`config.mk`:
```
export PLATFORM = sky130hd
export DESIGN_NAME = ex_div
export DESIGN_NICKNAME = d
export VERILOG_FILES = /design/src/rtl/ex_div_pkg.sv /design/src/rtl/ex_div.sv
export SDC_FILE = /design/constraint.sdc
export NUM_CORES = 1
export LEC_CHECK = 0
export BUFFER_PORTS_ARGS = -buffer_cell sky130_fd_sc_hd__buf_4
export CAP_MARGIN = 20
export CORE_MARGIN = 2
export CORE_UTILIZATION = 35
export DETAILED_ROUTE_END_ITERATION = 10
export SLEW_MARGIN = 0
export SYNTH_ARGS = -nofsm -noshare
export SYNTH_HDL_FRONTEND = slang
export SYNTH_SLANG_ARGS = --single-unit
```
`constraint.sdc`:
```
create_clock -name clk_i -period 3.7 [get_ports clk_i]
set_input_delay 0.555 -clock clk_i [delete_from_list [all_inputs] [get_ports clk_i]]
set_output_delay 0.555 -clock clk_i [all_outputs]
set_load 0.005 [all_outputs]
```
`src/rtl/ex_div_pkg.sv`:
```
// rtl/ex_div_pkg.sv - shared divider types and RV32M divide encodings
package ex_div_pkg;

  typedef enum logic [1:0] {
    ST_IDLE = 2'd0,
    ST_CALC = 2'd1,
    ST_DONE = 2'd2
  } div_state_e;

  localparam logic [2:0] F3_DIV        = 3'b100;
  localparam logic [2:0] F3_DIVU       = 3'b101;
  localparam logic [2:0] F3_REM        = 3'b110;
  localparam logic [2:0] F3_REMU       = 3'b111;
  localparam logic [6:0] FUNCT7_MULDIV = 7'b0000001;

endpackage

```
`src/rtl/ex_div.sv`:
```
// rtl/ex_div.sv - iterative radix-2 restoring divider for DIV/DIVU/REM/REMU
module ex_div
  import ex_div_pkg::*;
#(
  parameter int DATA_W = 32
) (
  input  logic              clk_i,
  input  logic              rst_n_i,
  input  logic              start_i,
  input  logic [2:0]        funct3_i,
  input  logic [DATA_W-1:0] op1_i,
  input  logic [DATA_W-1:0] op2_i,
  input  logic [4:0]        reg_waddr_i,
  input  logic              flush_i,
  output logic [DATA_W-1:0] result_o,
  output logic              ready_o,
  output logic [4:0]        reg_waddr_o,
  output logic              busy_o,
  output logic              hold_req_o
);

  localparam int CNT_W = $clog2(DATA_W);
  localparam logic [CNT_W-1:0] CNT_LAST = CNT_W'(DATA_W - 1);

  div_state_e        state_q;
  logic [CNT_W-1:0]  count_q;
  logic [DATA_W-1:0] quot_q, rem_q, divisor_q, result_q;
  logic              neg_quot_q, neg_rem_q, sel_rem_q;
  logic [4:0]        reg_waddr_q;

  logic              start_ok;
  logic              op1_neg, op2_neg;
  logic [DATA_W-1:0] op1_mag, op2_mag;
  logic [DATA_W:0]   shift_val, diff;
  logic [DATA_W-1:0] quot_d, rem_d;
  logic [DATA_W-1:0] result_fix;

  assign start_ok = (state_q == ST_IDLE) & start_i & funct3_i[2] & ~flush_i;

  // funct3[0]==0 marks the signed variants; magnitudes feed the unsigned core
  assign op1_neg = ~funct3_i[0] & op1_i[DATA_W-1];
  assign op2_neg = ~funct3_i[0] & op2_i[DATA_W-1];
  assign op1_mag = op1_neg ? -op1_i : op1_i;
  assign op2_mag = op2_neg ? -op2_i : op2_i;

  // quot_q starts as the dividend and shifts its bits out into the partial remainder
  assign shift_val = {rem_q, quot_q[DATA_W-1]};
  assign diff      = shift_val - {1'b0, divisor_q};
  assign rem_d     = diff[DATA_W] ? shift_val[DATA_W-1:0] : diff[DATA_W-1:0];
  assign quot_d    = {quot_q[DATA_W-2:0], ~diff[DATA_W]};

  assign result_fix = sel_rem_q ? (neg_rem_q  ? -rem_q  : rem_q)
                                : (neg_quot_q ? -quot_q : quot_q);

  always_ff @(posedge clk_i or negedge rst_n_i) begin
    if (!rst_n_i) begin
      state_q     <= ST_IDLE;
      count_q     <= '0;
      quot_q      <= '0;
      rem_q       <= '0;
      divisor_q   <= '0;
      result_q    <= '0;
      neg_quot_q  <= 1'b0;
      neg_rem_q   <= 1'b0;
      sel_rem_q   <= 1'b0;
      reg_waddr_q <= '0;
    end else begin
      case (state_q)
        ST_IDLE: begin
          if (start_ok) begin
            reg_waddr_q <= reg_waddr_i;
            sel_rem_q   <= funct3_i[1];
            count_q     <= '0;
            if (op2_i == '0) begin
              // divide by zero: quotient all ones, remainder is the raw dividend
              quot_q     <= '1;
              rem_q      <= op1_i;
              divisor_q  <= '0;
              neg_quot_q <= 1'b0;
              neg_rem_q  <= 1'b0;
              state_q    <= ST_DONE;
            end else begin
              quot_q     <= op1_mag;
              rem_q      <= '0;
              divisor_q  <= op2_mag;
              neg_quot_q <= op1_neg ^ op2_neg;
              neg_rem_q  <= op1_neg;
              state_q    <= ST_CALC;
            end
          end
        end
        ST_CALC: begin
          if (flush_i) begin
            state_q <= ST_IDLE;
          end else begin
            quot_q  <= quot_d;
            rem_q   <= rem_d;
            count_q <= count_q + 1'b1;
            if (count_q == CNT_LAST) state_q <= ST_DONE;
          end
        end
        ST_DONE: begin
          state_q <= ST_IDLE;
          if (!flush_i) result_q <= result_fix;
        end
        default: state_q <= ST_IDLE;
      endcase
    end
  end

  assign result_o    = (state_q == ST_DONE) ? result_fix : result_q;
  assign ready_o     = (state_q == ST_DONE) & ~flush_i;
  assign reg_waddr_o = reg_waddr_q;
  assign busy_o      = (state_q != ST_IDLE);
  assign hold_req_o  = start_ok | (state_q == ST_CALC);

endmodule

```
==> flow_metrics.py, run 1 <==
metrics = {
    "outcome": {
        "status": "complete, but fails checks",
        "violations": "negative setup slack",
    },
    "route": {
        "wl_met2_mm": 14.3,
        "wl_met1_mm": 16.5,
        "vias": 10569,
        "via_per_inst": 5.40,
        "dr.pass1.iters": 6,
        "top_layer_used": "met4",
        "drc": 0,
        "wirelength_mm": 32.8,
        "wl_met3_mm": 1.53,
        "wl_per_cell_um": 16.8,
        "drtIter0Drc": 752,
        "drt.antenna.violating_nets": 0,
    },
    "layout": {
        "layout.cells.most_common_list": "nand2_1, buf_4, o21ai_0",
        "layout_commonest_cell": "nand2_1",
        "post-route-util": 0.427,
        "final_nets": 1658,
        "num_antenna_cells": 0,
        "drive_above_1_share": 0.172,
        "syn_to_final_growth_pct": 20.5,
    },
    "floorplan": {
        "pin_count": 116,
        "start_util": 0.355,
        "core-area_um2": 31500,
        "rows": 65,
        "die_x_um": 183,
        "die_area_um2": 33300,
        "die_y_um": 183,
    },
    "place": {
        "place_congestion": 0.870,
        "dp_hpwl_mm": 24.8,
        "io_buffer_count": 115,
        "dp_slack_ps": 146,
    },
    "clocking": {
        "path_clk_slew_ps": 70,
        "clk_latency_ps": 430,
        "clockBufferDepth": 2,
        "cts_buffers": 17,
        "cts.hold.buffers_added": 0,
        "cts_tree": "done",
        "ctsRootBufferMaster": "clkbuf_16",
        "clock_sinks": 143,
        "cts_max_level": 4,
    },
    "logic_synthesis": {
        "synth-async-reset-ratio": 1.00,
        "yosys_warnings": 0,
        "synthesis.area_um2": 11200,
        "synthCells": 1443,
        "syn-num-nets": 1558,
        "ys_types": 71,
        "synth_edf_count": 0,
        "ys_seq_elements": 143,
        "synth_top_flop_cell": "dfrtp_1",
        "syn_avg_cell_area_um2": 7.73,
        "synth-seq-area-share": 0.321,
    },
    "worst_setup_path": {
        "worst_path_most_repeated_cell": "or3_4",
        "crit_chain": "or3_4 > or4_4 > or3_4 > or3_4 > or2_4 > o31ai_4 > xor2_1 > mux2i_1 > mux2_4 > buf_6",
        "max_stage_delay_ps": 420,
        "cp.arrival_ps": 3450,
        "crit_type": "reg -> out",
        "startpoint_type": "flop",
        "ff2ff_path_depth": 12,
        "end_kind": "output pin",
        "cp_slowest_cell": "or4_4",
        "crit_required_ps": 3140,
        "crit_fanout": 3,
    },
    "sta": {
        "tightest_slew_ps": 1120,
        "fmax_mhz": 250,
        "drv_slew": 0,
        "finalWorstSetupSlack_ps": -301,
        "relSlewSlack": 0.254,
        "final-hold-violation-count": 0,
        "tns_ps": -561,
        "finalSetupViolCount": 4,
        "hold_ws_ps": 97.8,
        "min_period_over_period": 1.08,
        "period_minus_slack_ps": 4000,
        "skew_ps": 10.9,
        "rsz0062_at_grt": "true",
    },
    "grt": {
        "grt_pass1_vias": 9840,
        "grt-ovfl-total": 0,
        "grt_max_degree": 67,
        "grt_use_total": 0.200,
        "antenna_found_initial": 0,
        "grt_pass1_wl_mm": 53.5,
    },
    "flow_run": {
        "drv_cap": 0,
    },
    "min_path": {
        "worstHoldPathType": "in -> async",
    },
    "power_and_ir_drop": {
        "leakagePower_nw": 5.71,
        "p_per_area_nw_per_um2": 648,
        "ir_worst_vdd_uv": 371,
    },
}
==> routing by layer <==
metal	up-vias	GRT usage
met5	-	0
met4	0	0.0461
met3	27	0.0235
met2	306	0.309
met1	4906	0.297
li1	5330	-
==> registers in the layout, indices dropped and copies added, names as in the netlist <==
| register | cells |
|---|---|
| neg_quot_q | 1 |
| divisor_q | 32 |
| result_q | 32 |
| count_q | 5 |
| state_q | 2 |
| rem_q | 32 |
| sel_rem_q | 1 |
| reg_waddr_o | 5 |
| neg_rem_q | 1 |
| quot_q | 32 |
==> synth_stat cells, drive strengths merged (18+ instances only) <==
cell type | number | area share
clkbuf | 78 | 0.027
o22ai | 19 | 0.011
xor2 | 62 | 0.049
nor3 | 27 | 0.012
ha | 38 | 0.043
a31oi | 26 | 0.015
nor2 | 103 | 0.035
nand2b | 21 | 0.012
dfrtp | 143 | 0.32
a21oi | 142 | 0.064
o21ai | 172 | 0.077
o31ai | 32 | 0.023
o41ai | 18 | 0.014
nand2 | 211 | 0.071
nand3 | 28 | 0.013
xnor2 | 82 | 0.064
inv | 55 | 0.019
==> cell type report <==
| cell class | instances | area [um^2] |
|---|---|---|
| fillers | 3190 | 18000 |
| clock inverters | 12 | 185 |
| flip-flops and latches | 143 | 3580 |
| inverters | 55 | 206 |
| well taps | 402 | 503 |
| repair buffers | 168 | 1290 |
| clock buffers | 20 | 447 |
| multi-input cells | 1158 | 7230 |
==> final timing paths <==
kind                                  end      startpoint  slack [ps]
setup / recovery             result_o[29]      quot_q[19]        -300
setup reg to reg                rem_q[13]      quot_q[31]         240
hold reg to reg              result_q[11]    result_q[11]         470
min in group clk_i         reg_waddr_o[2]  reg_waddr_i[2]         310
hold / removal                result_q[3]         rst_n_i         100
max in group asynchronous       rem_q[27]         rst_n_i        2810
==> critical path: cells and delay by family, from the launching register on <==
family,cells,cell delay (ps)
xor+xnor,1,170
buf+inv,1,110
compound gates,1,170
simple gates,5,1760
flops,1,370
mux,2,430
==> metrics by stage <==
stage,power (mW),cells,cell area [um^2]
final,8.71,1958,13400
after global routing,9.40,1958,13400
after CTS,8.61,1952,13300
after detailed placement,6.67,1917,12500
after global placement,6.63,1917,12500
after floorplan,5.37,1443,11200
==> kinds of logic (layout without fill, tap and decap cells) <==
group / after synthesis / after routing / share of synthesized area
flip-flops: 143 / 143 / 0.321
AO/OA/AOI/OAI: 465 / 465 / 0.244
AND/OR/NAND/NOR: 482 / 482 / 0.200
XOR/XNOR: 144 / 144 / 0.113
multiplexers: 28 / 28 / 0.0268
adder cells (fa/ha/maj): 39 / 39 / 0.0444
buffers and inverters: 142 / 255 / 0.0510
==> what timing repair did <==
action                                  4_1_cts  5_1_grt
endpoints found under the setup margin       14       21
hold endpoints to repair                      0        0
buffers inserted                              3        6
pin swaps                                     3        7
resized for setup                            17       34
==> power by group <==
group	internal (mW)	switching (mW)	leakage (nW)	total (mW)
clock	1.15	0.718	0.305	1.87
sequential	1.90	0.584	1.73	2.49
combinational	1.83	2.52	3.68	4.35
total	4.89	3.82	5.71	8.71
Note: power is estimated with default switching activity, not from simulation.
==> run 2, diff against run 1 <==
CAP_MARGIN = unset   (was 20)
RECOVER_POWER = 50   (was unset)
==> run 2 against run 1 <==
Against the previous run:
- the flow finishes with violations (max-capacitance violations, max-slew violations, negative setup slack)
- core utilization shrank 0.064 points
- maximum frequency is essentially flat
- sequential power is essentially flat
- register-to-register slack is essentially flat
- clock-buffer cell count is the same
- power is essentially flat
- clock skew shrank 1.7 ps
- setup slack gained 2.6 ps
- clock power is essentially flat
- global-route usage is the same
- non-clock buffer count is the same
- first-iteration DRC count grew 11%
==> flow_metrics.py, run 2 (synthesis results as in run 1) <==
metrics = {
    "outcome": {
        "status": "complete, but fails checks",
        "violations": "max-capacitance violations, max-slew violations, negative setup slack",
    },
    "clocking": {
        "path_clk_slew_ps": 60,
        "cts_max_level": 4,
        "cts_buffers": 17,
        "clockBufferDepth": 2,
        "clk_latency_ps": 430,
        "cts_tree": "done",
        "clock_sinks": 143,
        "ctsRootBufferMaster": "clkbuf_16",
    },
    "route": {
        "drt.antenna.violating_nets": 0,
        "wirelength_mm": 32.8,
        "dr.pass1.iters": 6,
        "via_per_inst": 5.37,
        "wl_per_cell_um": 16.8,
        "drc": 0,
        "drtIter0Drc": 834,
        "vias": 10505,
    },
    "worst_setup_path": {
        "crit_fanout": 3,
        "crit_chain": "or3_4 > or4_4 > or3_4 > or3_4 > or2_4 > o31ai_4 > xor2_1 > mux2i_1 > mux2_4 > buf_6",
        "startpoint_type": "flop",
        "critPathBufInv": 1,
        "max_stage_delay_ps": 420,
        "r2r-start": "quot_q[31]",
        "end_kind": "output pin",
        "crit_start": "quot_q[19]",
        "crit_type": "reg -> out",
        "cp_slowest_cell": "or4_4",
        "worst_path_most_repeated_cell": "or3_4",
        "cp_top_family": "simple AND/OR/NAND/NOR gates",
        "crit_required_ps": 3140,
        "cp.arrival_ps": 3440,
    },
    "floorplan": {
        "die_area_um2": 33300,
        "start_util": 0.355,
        "rows": 65,
        "pin_count": 116,
        "die_x_um": 183,
        "die_y_um": 183,
        "core-area_um2": 31500,
    },
    "power_and_ir_drop": {
        "sequentialPowerShare": 0.285,
        "ir_worst_vdd_uv": 371,
        "power_frac_comb": 0.500,
        "clkPwrFrac": 0.215,
        "p_switching_mw": 3.82,
        "p_per_area_nw_per_um2": 648,
        "leakagePower_nw": 5.71,
        "p_int_mw": 4.89,
        "total_power_mw": 8.70,
        "netSwitchingFraction": 0.438,
    },
    "layout": {
        "layout_commonest_cell": "nand2_1",
        "final_nets": 1658,
        "filler_cell_count": 3192,
        "fin_area_um2": 13400,
        "num_antenna_cells": 0,
        "drive_above_1_share": 0.171,
        "post_layout_nonfiller_instances": 1958,
        "layout.cells.most_common_list": "nand2_1, o21ai_0, buf_4",
        "post-route-util": 0.426,
        "syn_to_final_growth_pct": 20.3,
    },
    "sta": {
        "relSlewSlack": -0.823,
        "rsz0062_at_grt": "true",
        "finalWorstSetupSlack_ps": -298,
        "period_minus_slack_ps": 4000,
        "tightest_slew_ps": 2730,
        "finalSetupViolCount": 3,
        "hold_ws_ps": 314,
        "skew_ps": 9.21,
        "drv_slew": 60,
        "final-hold-violation-count": 0,
        "tns_ps": -557,
        "min_period_over_period": 1.08,
        "fmax_mhz": 250,
    },
    "grt": {
        "grt-ovfl-total": 0,
        "grt_pass1_wl_mm": 53.5,
        "grt_pass1_vias": 9840,
        "grt_max_degree": 67,
        "antenna_found_initial": 0,
        "grt_use_total": 0.200,
    },
    "flow_run": {
        "drv_cap": 1,
    },
    "min_path": {
        "min_from": "reg_waddr_i[2]",
        "worstHoldPathType": "in -> reg",
    },
    "place": {
        "placed_cell_area_um2": 12500,
        "dp_hpwl_mm": 24.8,
        "io_buffer_count": 115,
        "dp_slack_ps": 146,
        "place_congestion": 0.870,
        "placed_cells": 1917,
    },
}
-- run 2: cell count changes in the layout (fill, tap and decap cells not counted), sizes merged --
cell / previous run / this run
dlygate4sd2: 0 / 1
clkbuf: 20 / 27
buf: 168 / 160
-- run 2: power groups by stage --
stage | Combinational (mW) | Sequential [mW] | Clock [mW]
2_1_floorplan | 3.10 | 2.26 | 0
3_3_place_gp | 4.21 | 2.42 | 0
3_5_place_dp | 4.23 | 2.44 | 0
4_1_cts | 4.27 | 2.43 | 1.91
5_1_grt | 4.88 | 2.54 | 1.98
6_report | 4.35 | 2.48 | 1.87
-- run 2: area by class of cell --
class | count | area [um^2] | share of cell area
well taps | 402 | 503 | 0.0375
multi-input cells | 1158 | 7220 | 0.538
clock buffers | 20 | 447 | 0.0333
flip-flops and latches | 143 | 3580 | 0.267
clock inverters | 12 | 185 | 0.0138
repair buffers | 168 | 1280 | 0.0951
inverters | 55 | 206 | 0.0154
-- run 2: worst min-delay path: cells and delay by family --
family,cells,cell delay (ps)
buffers and inverters,1,70
AND/OR/NAND/NOR,2,80
-- run 2: what timing repair did --
item | CTS | global route
cloned | 0 | 0
setup buffers | 3 | 6
hold buffers | 0 | 0
endpoints found under the setup margin | 14 | 21
pin swaps | 3 | 7
gates resized for setup | 17 | 34
-- run 2: final timing paths --
check | slack (ps) | depth (start not counted) | to
worst max-delay path | -300 | 10 | result_o[29]
worst min-delay path | 310 | 3 | reg_waddr_o[2]
worst max register to register | 240 | 12 | rem_q[13]
worst min register to register | 470 | 2 | result_q[11]
max in group asynchronous | 330 | 2 | rem_q[1]
min in group asynchronous | 1130 | 1 | result_q[3]
-- run 2: per-layer routing --
metal / up-vias / global-route usage / share of wire
li1: 5323 / - / -
met1: 4879 / 0.297 / 0.50
met5: - / 0 / 0
met4: 0 / 0.0461 / 0.013
met2: 281 / 0.309 / 0.44
met3: 22 / 0.0235 / 0.049
